==> config.mk <==
export PLATFORM = sky130hd
export DESIGN_NAME = data_mem_arbiter
export DESIGN_NICKNAME = d
export VERILOG_FILES = /design/src/rtl/data_mem_arb_pkg.sv /design/src/rtl/data_mem_resp_reg.sv /design/src/rtl/data_mem_arbiter.sv
export SDC_FILE = /design/constraint.sdc
export NUM_CORES = 1
export LEC_CHECK = 0
export ABC_AREA = 1
export CORE_MARGIN = 2
export CORE_UTILIZATION = 37
export DETAILED_ROUTE_END_ITERATION = 10
export MAX_ROUTING_LAYER = met4
export PLACE_DENSITY = 0.81
export SLEW_MARGIN = 20
export SYNTH_ARGS = -nofsm -noshare
export SYNTH_HDL_FRONTEND = slang
export SYNTH_HIERARCHICAL = 1
export SYNTH_SLANG_ARGS = --single-unit
==> constraint.sdc <==
create_clock -name i_CLK -period 1.7 [get_ports i_CLK]
set_input_delay 0.17 -clock i_CLK [delete_from_list [all_inputs] [get_ports i_CLK]]
set_output_delay 0.17 -clock i_CLK [all_outputs]
set_load 0.1 [all_outputs]
==> src/rtl/data_mem_arb_pkg.sv <==
// Shared definitions for the data memory arbiter: FSM state codes, grant owner codes
// and the counter sizing helper.
package data_mem_arb_pkg;
    localparam logic [0:0] S_CPU = 1'b0;
    localparam logic [0:0] S_DMA = 1'b1;

    localparam logic [1:0] OWN_NONE = 2'd0;
    localparam logic [1:0] OWN_CPU  = 2'd1;
    localparam logic [1:0] OWN_DMA  = 2'd2;

    // Bits needed to hold a count of 0..n-1, never less than one.
    function automatic int cnt_w(input int n);
        return (n <= 2) ? 1 : $clog2(n);
    endfunction
endpackage

==> src/rtl/data_mem_resp_reg.sv <==
// Read response register for one requester: captures memory read data at the end of a
// granted read and raises rvalid for exactly the following cycle.
module data_mem_resp_reg
    import data_mem_arb_pkg::*;
#(
    parameter int DATA_W = 32
) (
    input  logic              clk_i,
    input  logic              rst_i,
    input  logic              cap_i,
    input  logic [DATA_W-1:0] data_i,
    output logic [DATA_W-1:0] rdata_o,
    output logic              rvalid_o
);
    logic [DATA_W-1:0] rdata_q;
    logic              rvalid_q;

    always_ff @(posedge clk_i or posedge rst_i) begin
        if (rst_i) begin
            rdata_q  <= '0;
            rvalid_q <= 1'b0;
        end else begin
            rvalid_q <= cap_i;
            if (cap_i) begin
                rdata_q <= data_i;
            end
        end
    end

    assign rdata_o  = rdata_q;
    assign rvalid_o = rvalid_q;
endmodule

==> src/rtl/data_mem_arbiter.sv <==
// Single-port data memory arbiter between the CPU MEM stage and a loader/DMA engine:
// CPU priority by default, starvation-forced DMA entry, and bounded DMA bursts.
module data_mem_arbiter
    import data_mem_arb_pkg::*;
#(
    parameter int ADDR_W       = 10,
    parameter int DATA_W       = 32,
    parameter int STARVE_LIMIT = 4,
    parameter int MAX_BURST    = 8
) (
    input  logic              i_CLK,
    input  logic              i_RST,
    input  logic              i_cpu_req,
    input  logic              i_cpu_we,
    input  logic [ADDR_W-1:0] i_cpu_addr,
    input  logic [DATA_W-1:0] i_cpu_wdata,
    output logic              o_cpu_stall,
    output logic [DATA_W-1:0] o_cpu_rdata,
    output logic              o_cpu_rvalid,
    input  logic              i_dma_req,
    input  logic              i_dma_we,
    input  logic [ADDR_W-1:0] i_dma_addr,
    input  logic [DATA_W-1:0] i_dma_wdata,
    input  logic              i_dma_last,
    output logic              o_dma_gnt,
    output logic [DATA_W-1:0] o_dma_rdata,
    output logic              o_dma_rvalid,
    output logic              o_MemWrite,
    output logic              o_MemRead,
    output logic [ADDR_W-1:0] o_Address,
    output logic [DATA_W-1:0] o_Write_Data,
    input  logic [DATA_W-1:0] i_Read_Data
);
    localparam int SW = cnt_w(STARVE_LIMIT);
    localparam int BW = cnt_w(MAX_BURST);
    localparam logic [SW-1:0] STARVE_LAST = SW'(STARVE_LIMIT - 1);
    localparam logic [BW-1:0] BEAT_LAST   = BW'(MAX_BURST - 1);

    logic [0:0]    state_q, state_d;
    logic [SW-1:0] starve_q, starve_d;
    logic [BW-1:0] beat_q, beat_d;
    logic          cpu_gnt, dma_gnt;
    logic [1:0]    owner;

    // No access is granted while reset is held, so the memory sees no strobe mid-reset.
    always_comb begin
        cpu_gnt = 1'b0;
        dma_gnt = 1'b0;
        if (!i_RST) begin
            if (state_q == S_DMA) begin
                dma_gnt = i_dma_req;
                cpu_gnt = i_cpu_req & ~i_dma_req;
            end else begin
                cpu_gnt = i_cpu_req;
                dma_gnt = i_dma_req & ~i_cpu_req;
            end
        end
    end

    assign owner       = cpu_gnt ? OWN_CPU : (dma_gnt ? OWN_DMA : OWN_NONE);
    assign o_cpu_stall = i_cpu_req & ~cpu_gnt;
    assign o_dma_gnt   = dma_gnt;

    always_comb begin
        o_MemWrite   = 1'b0;
        o_MemRead    = 1'b0;
        o_Address    = '0;
        o_Write_Data = '0;
        case (owner)
            OWN_CPU: begin
                o_MemWrite   = i_cpu_we;
                o_MemRead    = ~i_cpu_we;
                o_Address    = i_cpu_addr;
                o_Write_Data = i_cpu_wdata;
            end
            OWN_DMA: begin
                o_MemWrite   = i_dma_we;
                o_MemRead    = ~i_dma_we;
                o_Address    = i_dma_addr;
                o_Write_Data = i_dma_wdata;
            end
            default: ;
        endcase
    end

    // A DMA beat always clears starvation; in S_DMA an idle DMA slot leaves all state alone.
    always_comb begin
        state_d  = state_q;
        starve_d = starve_q;
        beat_d   = beat_q;
        if (dma_gnt) begin
            starve_d = '0;
            if (i_dma_last || (beat_q == BEAT_LAST)) begin
                state_d = S_CPU;
                beat_d  = '0;
            end else begin
                state_d = S_DMA;
                beat_d  = beat_q + BW'(1);
            end
        end else if (state_q == S_CPU) begin
            if (cpu_gnt && i_dma_req) begin
                if (starve_q == STARVE_LAST) begin
                    state_d  = S_DMA;
                    starve_d = '0;
                end else begin
                    starve_d = starve_q + SW'(1);
                end
            end else begin
                starve_d = '0;
            end
        end
    end

    always_ff @(posedge i_CLK or posedge i_RST) begin
        if (i_RST) begin
            state_q  <= S_CPU;
            starve_q <= '0;
            beat_q   <= '0;
        end else begin
            state_q  <= state_d;
            starve_q <= starve_d;
            beat_q   <= beat_d;
        end
    end

    data_mem_resp_reg #(.DATA_W(DATA_W)) u_cpu_resp (
        .clk_i   (i_CLK),
        .rst_i   (i_RST),
        .cap_i   (cpu_gnt & ~i_cpu_we),
        .data_i  (i_Read_Data),
        .rdata_o (o_cpu_rdata),
        .rvalid_o(o_cpu_rvalid)
    );

    data_mem_resp_reg #(.DATA_W(DATA_W)) u_dma_resp (
        .clk_i   (i_CLK),
        .rst_i   (i_RST),
        .cap_i   (dma_gnt & ~i_dma_we),
        .data_i  (i_Read_Data),
        .rdata_o (o_dma_rdata),
        .rvalid_o(o_dma_rvalid)
    );
endmodule

* Word level (Yosys, flattened, before mapping)
Cells that the tools add are included.
** Storage, ports and cells
- Register bits after elaboration :: 72
- Bits of input ports :: 123
** Operators by class
- Add/subtract/negate cells :: 2
- Reductions and logical operators :: 2
- Mux-type cells :: 20
- Equal/unequal tests :: 5
- Bitwise logic cells :: 10
** Operators with widths (number)
- 32-bit one-hot mux with 2 select lines :: 1
- 10-bit one-hot mux with 2 select lines :: 1
- 2-bit 2-to-1 mux :: 6
- 1-bit 2-to-1 mux :: 9
- 1-bit AND :: 5
- 1-bit inverter :: 5
- 2-bit equality test (second input constant) :: 2
- 1-bit one-hot mux with 2 select lines :: 2
- 3-bit by 1-bit adder with 3-bit output (second input constant) :: 1
- 3-bit equality test (second input constant) :: 1
- 3-bit 2-to-1 mux :: 1
- 2-bit by 1-bit adder with 2-bit output (second input constant) :: 1
- 2-bit by 1-bit equality test with 1-bit output (second input constant) :: 1
- 2-bit by 1-bit != test with 1-bit output (second input constant) :: 1
- 1-bit logical AND :: 1
- 1-bit logical OR :: 1

* Depth between registers and ports, before layout
- Depth in word-level cells :: 8
- Mapped depth :: 9
- Depth with buffers taken out :: 7

* Hierarchy
Netlist, hierarchy kept.
** Modules (own cells, without submodules)
- data_mem_resp_reg :: instances 2, seq. area each 825.8 µm², area each 1321.3 µm², cells an instance 138
- data_mem_arbiter :: instances 1, seq. area each 150.1 µm², area each 1097.3 µm², cells an instance 203

* Worst setup path after synthesis
Ideal clock, no wire load.
- Path kind :: flip-flop to output port
- Start :: reg state_q
- End :: out o_MemRead
- Required time :: 1.530 ns
- Arrival :: 2.797 ns
- Slack :: -1.267 ns
- Buffers on the path :: 0
- Stages on the path, launching flop included :: 5
- Cells stage by stage :: dfrtp_1 -> inv_1 -> nand2_1 -> nand2_1 -> o21ai_0
** On the way
- Longest elaborated chain between the ends :: 6
- Elaborated cells between the ends (all ways) :: 9
- Classes of those cells :: eq/ne: 2; mux: 7
** RTL lines
- start, declared :: RTL line data_mem_arbiter.sv:39 : logic [0:0] state_q, state_d;
- start signal, assigned :: RTL line data_mem_arbiter.sv:120 : state_q <= state_d;
- 1-bit 2-to-1 mux :: RTL line data_mem_arbiter.sv:50 : if (state_q == S_DMA) begin
- 1-bit 2-to-1 mux :: RTL line data_mem_arbiter.sv:49 : if (!i_RST) begin
- 2-bit 2-to-1 mux :: RTL line data_mem_arbiter.sv:60 : assign owner = cpu_gnt ? OWN_CPU : (dma_gnt ? OWN_DMA : OWN_NONE);
- 2-bit 2-to-1 mux * :: RTL line data_mem_arbiter.sv:60
- 2-bit equality test / 2-bit by 1-bit equality test with 1-bit output (equally long branches) :: RTL line data_mem_arbiter.sv:69 : case (owner)
- 1-bit one-hot mux with 2 select lines * :: RTL line data_mem_arbiter.sv:69
- end, declared :: RTL line data_mem_arbiter.sv:29 : output logic o_MemRead,
Every way passes the cells marked *; elsewhere a longest branch is shown, timed or not.

* Worst setup path in the final report
- Start :: reg state_q
- End :: out o_Write_Data[24]
** On the way
- Longest elaborated chain between the ends :: 6
- Elaborated cells between the ends (all ways) :: 9
- Classes of those cells :: eq/ne: 2; mux: 7
** RTL lines
- 1-bit 2-to-1 mux :: RTL line data_mem_arbiter.sv:50
- 1-bit 2-to-1 mux :: RTL line data_mem_arbiter.sv:49
- 2-bit 2-to-1 mux :: RTL line data_mem_arbiter.sv:60
- 2-bit 2-to-1 mux * :: RTL line data_mem_arbiter.sv:60
- 2-bit equality test / 2-bit by 1-bit equality test with 1-bit output (equally long branches) :: RTL line data_mem_arbiter.sv:69
- 32-bit one-hot mux with 2 select lines * :: RTL line data_mem_arbiter.sv:69
- end, declared :: RTL line data_mem_arbiter.sv:31 : output logic [DATA_W-1:0] o_Write_Data,
Marked as above.

==> summary.md <==
| Metric | Value |
|---|---|
| H-tree Lvls | 3 |
| WP depth | 7 |
| Post-synthesis sequential area ratio | 0.4818 |
| Antenna viol nets, final | 0 |
| Mapped cell area | roughly 3700 µm² |
| Worst r2r dst | u_cpu_resp/rdata_o[30] |
| Cts bufs inserted | 9 |
| Clock slew seen by the registers of the worst setup and hold paths | about 0.080 ns |
| Congestion Overflow GR | 0 |
| Total length of routed wires | 13,220 µm |
| Max stage delay cell, worst path | dfrtp_2 |
| Internal | slightly above 4 mW |
| CP Cell Sequence | nor2_4, nor2_4, buf_12, clkbuf_16, nand2_1, nand2_2, buf_12 |
| Row count | 36 |
| Via count | between 4,000 and 5,000 |
| Post-synth EDFFs | 0 |
| Post-Syn Nets | about 610 |
| Status | finished, violations left |
| DRC | 0 |
| Fmax | 0.5711 GHz |
| CORE AREA | just under 10,000 µm² |
| Core Util, Final | 0.7358 |
| CP bufs+invs | 3 |
| Dpl cells | roughly 840 |
| Psw | about 4.5 mW |
| Finished Layout Cells | around 870 |
| CTS sink cnt | about 70 |
| Syn Area/Cell | just under 8 µm² |
| DR pass1 iterations | 4 |
| Fillers | around 710 |
| CTS Hold Buffers Added | 0 |
| Synth warn | 6 |
| Comb pwr share | 0.575 |
| CTS Buffer Depth | 2 |
| Clock share of power | 0.161 |
| Starting DRT DRC Count | 176 |
| Min Tclk post-route | about 1.8 ns |
| Nets | roughly 860 |
| Reg2reg path depth | 7 |
| VDD IR max | about 800 µV |
| Number of diodes | 0 |
| Post-synth top cells | nand2_1 (274), dfrtp_1 (72), nand4_1 (44) |
| Multi-input logic area | approximately 1800 µm² |
| Crit-path max FO | 9 |
| Count of final setup violators | 42 |
| Failing checks | setup timing |
| Vias in the first global route | 4,213 |
| Min-delay worst type | in -> async |
| Worst-Skew Late Latency | about 0.35 ns |
| Setup Skew | between 0.01 and 0.015 ns |
| Most frequent cell after synthesis | nand2_1 |
| Area leader, netlist | dfrtp_1 |
| Hpwl dp | about 10,000 µm |
| Distinct cells, synth | 20 |
| Fraction of registers with async set/reset | 1.000 |
| Layout cells sized above 1 | 0.3801 |
| Switching part of the total | 0.5301 |
| CTS tree | built |
| Final Instance Area | slightly above 7000 µm² |
| Die height | between 100 and 150 µm |
| Die X | between 100 and 150 µm |
| R2R Path Start | state_q |
| Final worst slack | -0.05086 ns |
| Fin Hold WS | 0.2320 ns |
| PD cells | about 1200 nW/µm² |
| First-pass GRT wire length | 20,440 µm |
| Num ports | 235 |
| IO Port Bufs | between 200 and 250 |
| Gr usage total | 0.2414 |
| Final hold viol count | 0 |
| Worst Max-Slew Pin Slew | 0.4448 ns |
| Sequential power share | 0.264 |
| Unrepaired setup endpoints after global routing | yes |
| Synthesized instance count | 479 |
| Headroom to the max-slew limit | 0.7034 |
| Area after DPL | 6748 µm² |
| Via/cell ratio | 4.819 |
| Largest net degree at the start of global routing | 34 |
| Crit Path Category | reg -> out |
| Layout overhead on the synthesized area | 92.31% |
| Worst EP required | 1.53 ns |
| Dominant cells by area after synthesis | dfrtp_1 (48%), nand2_1 (28%), nand4_1 (7.4%) |
| Worst path top cell family by delay | flip-flops |
| R2R Setup Slk | around 0.27 ns |
| Synthesized flop and latch total | 72 |
| Die area | approximately 11,000 µm² |
| Avg WL per Cell | 15.25 µm |
| Register area | 1803 µm² |
| Crit path arrival time | about 1.6 ns |
| Top-area cell type share of the netlist area | 0.4818 |
| RePlAce Congestion | between 0.9 and 1 |
| Element type at the critical path end | output port |
| CTS Root Cell | clkbuf_8 |
| Max Cap Violations | 0 |
| Crit-path max cell delay | 0.46 ns |
| Initial antenna violation count | 0 |
| Starting Density | 0.3826 |
| Final Slew Violations | 0 |
| Kind of start point of the critical path | flip-flop |
| Leak Pwr | between 3 and 4 nW |
| Final period util | 1.030 |
| Top FF cell, synth | dfrtp_1 |
-- metrics by stage --
step | setup WS [ns] | total power, mW | setup TNS [ns]
3_3_place_gp | -0.04159 | 7.099 | -0.7001
4_1_cts | -0.05248 | 8.574 | -0.8505
3_5_place_dp | -0.06052 | 7.164 | -2.492
6_report | -0.05086 | 8.580 | -0.9724
2_1_floorplan | 0.009723 | 5.690 | 0
5_1_grt | -0.1094 | 8.887 | -3.942
-- flip-flops by register name, summed over array words and instances, names as in the netlist --
signal / flops
u_cpu_resp/rvalid_o: 1
state_q: 1
u_dma_resp/rvalid_o: 1
u_cpu_resp/rdata_o: 32
u_dma_resp/rdata_o: 32
beat_q: 3
starve_q: 2
-- worst max path at each step --
stage	startpoint	slack (ns)	endpoint
floorplan	state_q	0.01	o_Write_Data[21]
global placement	i_cpu_req	-0.04	o_Write_Data[12]
detailed placement	i_cpu_req	-0.06	u_cpu_resp/rdata_o[23]
CTS	state_q	-0.05	o_Write_Data[12]
global route	state_q	-0.11	o_Write_Data[24]
finish	state_q	-0.05	o_Write_Data[24]
-- power by group through the flow --
stage / logic (mW) / clock network [mW] / registers, mW
5_1_grt: 5.08 / 1.50 / 2.30
3_5_place_dp: 4.87 / 0 / 2.30
3_3_place_gp: 4.82 / 0 / 2.28
2_1_floorplan: 1.16 / 0 / 4.53
6_report: 4.93 / 1.38 / 2.26
4_1_cts: 4.89 / 1.42 / 2.27
-- final cells by class --
cell class	instances	area share
sequential	72	0.2507
multi-input combinational	360	0.2516
clock inverter	7	0.01113
timing repair buffer	272	0.4368
tap	133	0.02314
clock buffer	9	0.01722
inverter	14	0.009395
-- cell families after synthesis --
group	after synthesis	share of synthesized area
compound gates	2	0.002674
fa+ha+maj	3	0.01004
buf+inv	47	0.09936
flops	72	0.4818
simple gates	355	0.4062
-- timing repair --
| action | in CTS | in global routing |
|---|---|---|
| hold endpoints to repair | 0 | 0 |
| pin swaps | 2 | 3 |
| buffers inserted | 1 | 3 |
| gates resized for setup | 13 | 40 |
| cloned | 0 | 3 |
| setup endpoints to repair | 46 | 45 |
-- cells in the final DEF, fill, tap and decap left out --
| master | n |
|---|---|
| clkinvlp_4 | 1 |
| clkbuf_8 | 9 |
| nand2_2 | 101 |
| o21ai_4 | 1 |
| inv_6 | 1 |
| inv_2 | 1 |
| buf_4 | 85 |
| inv_8 | 3 |
| nand2_1 | 192 |
| buf_12 | 60 |
| clkinv_2 | 1 |
| buf_6 | 3 |
| ha_1 | 3 |
| dfrtp_2 | 1 |
| dfrtp_1 | 71 |
| bufinv_16 | 1 |
| inv_1 | 11 |
| a21oi_4 | 1 |
| nor2_4 | 2 |
| nor2_2 | 2 |
| clkbuf_16 | 2 |
| dlygate4sd2_1 | 2 |
| nand4_1 | 44 |
| nor2_1 | 5 |
| clkinv_4 | 2 |
| nand3_1 | 7 |
| nand2_4 | 2 |
| clkdlybuf4s50_1 | 120 |
-- routing by layer --
metal,GRT usage,share of wire,vias up
li1,-,-,2013
met1,0.2529,0.36,1928
met2,0.4412,0.55,220
met3,0.05864,0.077,17
met4,0.08301,0.018,0
met5,-,0,-
-- worst register-to-register path, delay by kind of cell, from the launching register on --
| kind | cells | cell delay, ns |
|---|---|---|
| buf+inv | 3 | 0.39 |
| flops | 1 | 0.46 |
| simple gates | 4 | 0.46 |
Note: power is estimated with default switching activity, not from simulation.
